[config.mk]
export PLATFORM = sky130hd
export DESIGN_NAME = rev_counter_ctrl
export DESIGN_NICKNAME = d
export VERILOG_FILES = /design/src/rtl/rev_counter_ctrl_pkg.sv /design/src/rtl/rev_counter_ctrl_tick.sv /design/src/rtl/rev_counter_ctrl.sv
export SDC_FILE = /design/constraint.sdc
export NUM_CORES = 1
export LEC_CHECK = 0
export CAP_MARGIN = 40
export CORE_UTILIZATION = 30
export CTS_BUF_LIST = sky130_fd_sc_hd__clkbuf_16
export DETAILED_ROUTE_END_ITERATION = 6
export PLACE_DENSITY = 0.61
export SLEW_MARGIN = 20
export SYNTH_ARGS = -nofsm -noshare
export SYNTH_HDL_FRONTEND = slang
export SYNTH_SLANG_ARGS = --single-unit
[constraint.sdc]
create_clock -name clk -period 3.52 [get_ports clk]
set_input_delay 0.704 -clock clk [delete_from_list [all_inputs] [get_ports clk]]
set_output_delay 0.704 -clock clk [all_outputs]
set_load 0.005 [all_outputs]
[src/rtl/rev_counter_ctrl_pkg.sv]
`default_nettype none
// ============================================================================
//  Module      : rev_counter_ctrl_pkg
//  Description : Shared encodings for the reversible counter controller.
//                Holds the FSM state codes, the terminal-count mode codes
//                and a helper that classifies a latched mode.
//  Revision    : 1.0  initial release
// ============================================================================
package rev_counter_ctrl_pkg;

    // FSM state encodings
    localparam logic [1:0] c_ST_IDLE  = 2'd0;
    localparam logic [1:0] c_ST_RUN   = 2'd1;
    localparam logic [1:0] c_ST_PAUSE = 2'd2;
    localparam logic [1:0] c_ST_DONE  = 2'd3;

    // Terminal-count behaviour encodings
    localparam logic [1:0] c_MODE_ONESHOT  = 2'b00;
    localparam logic [1:0] c_MODE_RELOAD   = 2'b01;
    localparam logic [1:0] c_MODE_PINGPONG = 2'b10;

    // The unused code 2'b11 behaves as one-shot, so one-shot is simply
    // "neither reload nor ping-pong".
    function automatic logic is_oneshot(input logic [1:0] m);
        return !((m == c_MODE_RELOAD) || (m == c_MODE_PINGPONG));
    endfunction

endpackage
`default_nettype wire

[src/rtl/rev_counter_ctrl_tick.sv]
`default_nettype none
// ============================================================================
//  Module      : rev_tick_gen
//  Description : Prescale divider. While enabled, asserts tick once every
//                div+1 enabled cycles. The count freezes while disabled so a
//                paused run resumes mid-period.
//  Ports       : clk, rst (async, active-high)
//                en   - count enable (controller in RUN and not stopping)
//                clr  - synchronous clear (counter load)
//                div  - divide value, tick every div+1 enabled cycles
//                tick - combinational step strobe
//  Revision    : 1.0  initial release
// ============================================================================
module rev_tick_gen #(
    parameter int PRESCALE_W = 8
) (
    input  logic                  clk,
    input  logic                  rst,
    input  logic                  en,
    input  logic                  clr,
    input  logic [PRESCALE_W-1:0] div,
    output logic                  tick
);

    localparam logic [PRESCALE_W-1:0] c_ONE = {{(PRESCALE_W-1){1'b0}}, 1'b1};

    logic [PRESCALE_W-1:0] r_pc;

    assign tick = en && (r_pc == div);

    always_ff @(posedge clk or posedge rst) begin
        if (rst) begin
            r_pc <= '0;
        end else if (clr) begin
            r_pc <= '0;
        end else if (en) begin
            if (tick) begin
                r_pc <= '0;
            end else begin
                r_pc <= r_pc + c_ONE;
            end
        end
    end

endmodule
`default_nettype wire

[src/rtl/rev_counter_ctrl.sv]
`default_nettype none
// ============================================================================
//  Module      : rev_counter_ctrl
//  Description : Sequencing controller for a reversible WIDTH-bit counter.
//                Loads a start value, steps up/down at a prescaled rate and
//                on terminal count stops, reloads or reverses direction.
//  Ports       : clk, rst (async, active-high)
//                start, stop          - commands (stop wins when both high)
//                dir, mode, load_val,
//                limit, prescale      - configuration, sampled on load
//                cnt, dir_q           - registered count and direction
//                rc                   - one-cycle terminal-count pulse
//                busy, done           - state flags (RUN/PAUSE, DONE)
//  Revision    : 1.0  initial release
// ============================================================================
module rev_counter_ctrl
    import rev_counter_ctrl_pkg::*;
#(
    parameter int WIDTH      = 16,
    parameter int PRESCALE_W = 8
) (
    input  logic                  clk,
    input  logic                  rst,
    input  logic                  start,
    input  logic                  stop,
    input  logic                  dir,
    input  logic [1:0]            mode,
    input  logic [WIDTH-1:0]      load_val,
    input  logic [WIDTH-1:0]      limit,
    input  logic [PRESCALE_W-1:0] prescale,
    output logic [WIDTH-1:0]      cnt,
    output logic                  dir_q,
    output logic                  rc,
    output logic                  busy,
    output logic                  done
);

    localparam logic [WIDTH-1:0] c_ONE = {{(WIDTH-1){1'b0}}, 1'b1};

    logic [1:0]            r_state;
    logic [1:0]            w_state_nxt;
    logic [WIDTH-1:0]      r_cnt;
    logic                  r_dir;
    logic                  r_rc;
    logic [1:0]            r_mode;
    logic [WIDTH-1:0]      r_limit;
    logic [WIDTH-1:0]      r_load;
    logic [PRESCALE_W-1:0] r_prescale;

    logic w_load;
    logic w_run_en;
    logic w_tick;
    logic w_tc;

    // A load is only accepted from an idle or finished controller; stop
    // always takes priority over start.
    assign w_load   = start && !stop && ((r_state == c_ST_IDLE) || (r_state == c_ST_DONE));
    // A stop seen in RUN freezes the count at that very edge.
    assign w_run_en = (r_state == c_ST_RUN) && !stop;
    assign w_tc     = r_dir ? (r_cnt == r_limit) : (r_cnt == '0);

    rev_tick_gen #(
        .PRESCALE_W (PRESCALE_W)
    ) u_tick (
        .clk  (clk),
        .rst  (rst),
        .en   (w_run_en),
        .clr  (w_load),
        .div  (r_prescale),
        .tick (w_tick)
    );

    // ---------------- FSM ----------------
    always_ff @(posedge clk or posedge rst) begin
        if (rst) begin
            r_state <= c_ST_IDLE;
        end else begin
            r_state <= w_state_nxt;
        end
    end

    always_comb begin
        w_state_nxt = r_state;
        case (r_state)
            c_ST_IDLE, c_ST_DONE: begin
                if (w_load) w_state_nxt = c_ST_RUN;
            end
            c_ST_RUN: begin
                if (stop) begin
                    w_state_nxt = c_ST_PAUSE;
                end else if (w_tick && w_tc && is_oneshot(r_mode)) begin
                    w_state_nxt = c_ST_DONE;
                end
            end
            c_ST_PAUSE: begin
                if (stop) begin
                    w_state_nxt = c_ST_IDLE;
                end else if (start) begin
                    w_state_nxt = c_ST_RUN;
                end
            end
            default: w_state_nxt = c_ST_IDLE;
        endcase
    end

    // ---------------- Count datapath ----------------
    always_ff @(posedge clk or posedge rst) begin
        if (rst) begin
            r_cnt      <= '0;
            r_dir      <= 1'b0;
            r_rc       <= 1'b0;
            r_mode     <= '0;
            r_limit    <= '0;
            r_load     <= '0;
            r_prescale <= '0;
        end else begin
            r_rc <= 1'b0;
            if (w_load) begin
                r_cnt      <= load_val;
                r_dir      <= dir;
                r_mode     <= mode;
                r_limit    <= limit;
                r_load     <= load_val;
                r_prescale <= prescale;
            end else if (w_tick) begin
                if (w_tc) begin
                    r_rc <= 1'b1;
                    // One-shot holds the count; the FSM moves to DONE.
                    if (r_mode == c_MODE_RELOAD) begin
                        r_cnt <= r_load;
                    end else if (r_mode == c_MODE_PINGPONG) begin
                        r_dir <= ~r_dir;
                    end
                end else if (r_dir) begin
                    r_cnt <= r_cnt + c_ONE;
                end else begin
                    r_cnt <= r_cnt - c_ONE;
                end
            end
        end
    end

    assign cnt   = r_cnt;
    assign dir_q = r_dir;
    assign rc    = r_rc;
    assign busy  = (r_state == c_ST_RUN) || (r_state == c_ST_PAUSE);
    assign done  = (r_state == c_ST_DONE);

endmodule
`default_nettype wire

==> metrics.yaml <==
outcome:
  status: "completed"
drt:
  remaining_drc_errors: 0
  detailroute.via_count: 3700
  dr.pass1.iters: 4
  route.detailed.wl_per_inst_um: 15.6
  met3WireLength_um: 627
  topRoutingLayerUsed: "met4"
  drt_iter0_markers: 206
  detail_route.wirelength_um: 11700
  route.met2.wl_um: 5810
  via_per_inst: 4.95
  drt-met1-wl_um: 5110
  count_of_antenna_violating_nets_left_after_detailed_routing: 0
synth:
  netlist_top_cells_count: "135 x nand2_1, 70 x dfrtp_1, 32 x nor2_1"
  synth_area_sq_mm: 0.00436
  post-synth-top-area-cell: "dfrtp_1"
  postSynthCellCount: 494
  synth_cell_type_count: 63
  synth_flop_cell: "dfrtp_1"
  synthDominantCellAreaShare: 0.402
  yosys_warnings: 0
  synth.most_common_cell: "nand2_1"
  post_synth.cell_area_avg_sq_um: 8.83
  yosys_register_bits: 70
  synth.top_cells.by_area: "dfrtp_1 40%, nand2_1 12%, ha_1 6.0%"
  mappedNetlistNets: 563
  synth-edff-count: 0
  async_reset_ff_frac: 1.00
  synth_sequential_area_ratio: 0.402
power_and_ir_drop:
  static-leakage-power_uw: 0.00253
  post-layout-total-power_uw: 5420
  power.density_cell_area_mw_per_mm2: 975
  max-vdd-ir-drop_mv: 0.282
setup_path:
  worst_ep_required_time_ns: 3.74
  endpoint_kind: "flip-flop"
  cp_slowest_stage_delay_ns: 0.50
  worst_ep_arrival_time_ns: 3.12
  destination_of_the_worst_register_to_register_timing_path: "cnt[9]$_DFFE_PP0P_"
  cp-start-kind: "flip-flop"
  reg2reg_from: "dir_q$_DFFE_PP0P_"
  timing.reg2reg.worst_path_depth: 9
  critPathMaxFanout: 16
  cells_along_the_critical_path: "inv_1, ha_1, o21ai_0, nor2_1, a21o_1, a2111oi_2, nor4_1, a221oi_2, a21oi_1"
  timing.critical_path.slowest_stage_cell: "inv_1"
  timing.reg2reg.setup_slack_ns: 0.62
  criticalPathCategory: "flip-flop to flip-flop"
sta:
  final_max_slew_viol_count: 0
  tightest_slew_ns: 0.728
  timing.final.setup_violations: 0
  timing.clock.skew_ns: 0.00818
  hold_violations: 0
  worst_relative_slew_slack: 0.514
  final.period_utilization: 0.825
  whs_ns: 0.480
  fin_tns_setup_ns: 0
  max_clock_freq_mhz: 344
  grt_setup_unrepaired: "false"
  fin_crit_ns: 2.90
cts:
  tritoncts: "done"
  cts-htree-levels: 3
  clk_sink_count: 70
  cts_setup_buffers: 0
  cts-buffers-inserted: 9
  post_cts_hold_buffer_count: 0
  path_clk_slew_ns: 0.06
  ctsResizeCount: 0
  cts.root.buffer_cell: "clkbuf_16"
  clk-insertion-delay-late_ns: 0.34
  clock_tree.buffer_depth: 2
layout:
  layout-drive-gt1-share: 0.0970
  syn_to_final_growth_pct: 27.4
  n_antenna_cell: 0
  finish.net_count: 631
floorplan:
  core.rowCount: 43
  design.portCount: 67
  fp.dieH_um: 123
  floorplan.die_area_sq_mm: 0.0150
  die_width_um: 123
  initial_utilization: 0.311
  core_area_sq_mm: 0.0140
hold_path:
  timing.hold.worst_path_depth: 2
  worst_hold_startpoint: "r_load[2]$_DFFE_PP0P_"
  worst_hold_class: "flip-flop to flip-flop"
  hold_path_end: "r_load[2]$_DFFE_PP0P_"
place:
  buffer_ports.inserted: 66
  dp_hpwl_um: 8690
  gp_congestion: 0.850
job:
  drv_cap: 0
global_routing:
  antenna_found_initial: 0
  grt_overflow_total: 0
  global_route_wire_length_before_repair_um: 19000
  groute.usage.overall: 0.167
  grt_start_max_net_pins: 56
  number_of_global_route_vias_before_repair: 3701
-- power breakdown --
part	total, uW	internal [uW]	switching (uW)
logic	2940	1400	1540
clock network	967	616	351
registers	1520	1150	369
total	5420	3160	2260
-- cell families after synthesis --
kind of cell / synth area share
simple gates: 0.260
compound gates: 0.146
flops: 0.402
xor+xnor: 0.0703
buf+inv: 0.0324
fa+ha+maj: 0.0648
mux: 0.0244
-- layer usage --
metal | vias up | GRT usage
li1 | 1840 | -
met1 | 1765 | 0.211
met2 | 87 | 0.280
met3 | 8 | 0.0362
met4 | 0 | 0.0587
met5 | - | 0
-- registers in the layout, indices dropped and copies added (netlist names) --
signal       cells
dir_q            1
cnt             16
r_state          2
r_prescale       8
rc               1
r_load          16
r_limit         16
u_tick.r_pc      8
r_mode           2
-- how the worst max path moves through the flow --
| stage | startpoint | to | slack (ns) |
|---|---|---|---|
| 6_report | dir_q$_DFFE_PP0P_ | cnt[9]$_DFFE_PP0P_ | 0.62 |
| 3_3_place_gp | stop | cnt[13]$_DFFE_PP0P_ | 0.62 |
| 4_1_cts | dir_q$_DFFE_PP0P_ | cnt[10]$_DFFE_PP0P_ | 0.64 |
| 2_1_floorplan | dir_q$_DFFE_PP0P_ | cnt[10]$_DFFE_PP0P_ | 0.96 |
| 5_1_grt | dir_q$_DFFE_PP0P_ | cnt[10]$_DFFE_PP0P_ | 0.40 |
| 3_5_place_dp | stop | cnt[13]$_DFFE_PP0P_ | 0.58 |
-- area by class of cell --
class | instances | area (sq um)
timing repair buffer | 73 | 738
sequential | 70 | 1750
tap | 180 | 225
fill | 1417 | 8490
inverter | 15 | 56.3
clock inverter | 7 | 88.8
multi-input combinational | 393 | 2470
clock buffer | 9 | 225
-- through the flow --
step	instances	worst slack [ns]	utilization	cell area, sq um
floorplan	494	0.956	-	4360
global placement	731	0.620	0.373	5240
detailed placement	731	0.579	0.373	5240
CTS	747	0.639	0.396	5560
global route	747	0.396	0.396	5560
finish	747	0.616	0.396	5560
-- worst max-delay path: cells and delay by family, from the launching register on --
family / cells / cell delay, ns
AO/OA/AOI/OAI: 5 / 1.24
adder cells (fa/ha/maj): 1 / 0.39
buffers and inverters: 1 / 0.50
flip-flops: 1 / 0.44
AND/OR/NAND/NOR: 2 / 0.23
-- cell usage in the layout, fill, tap and decap left out, types with 13 or more instances in the layout --
cell / n
dfrtp_1: 70
nor2_1: 32
clkdlybuf4s50_1: 66
o21ai_0: 18
ha_1: 21
nand2_1: 135
a21oi_1: 21
xor2_1: 13
xnor2_1: 22
inv_1: 15
Power figures use the tool's default switching activity.
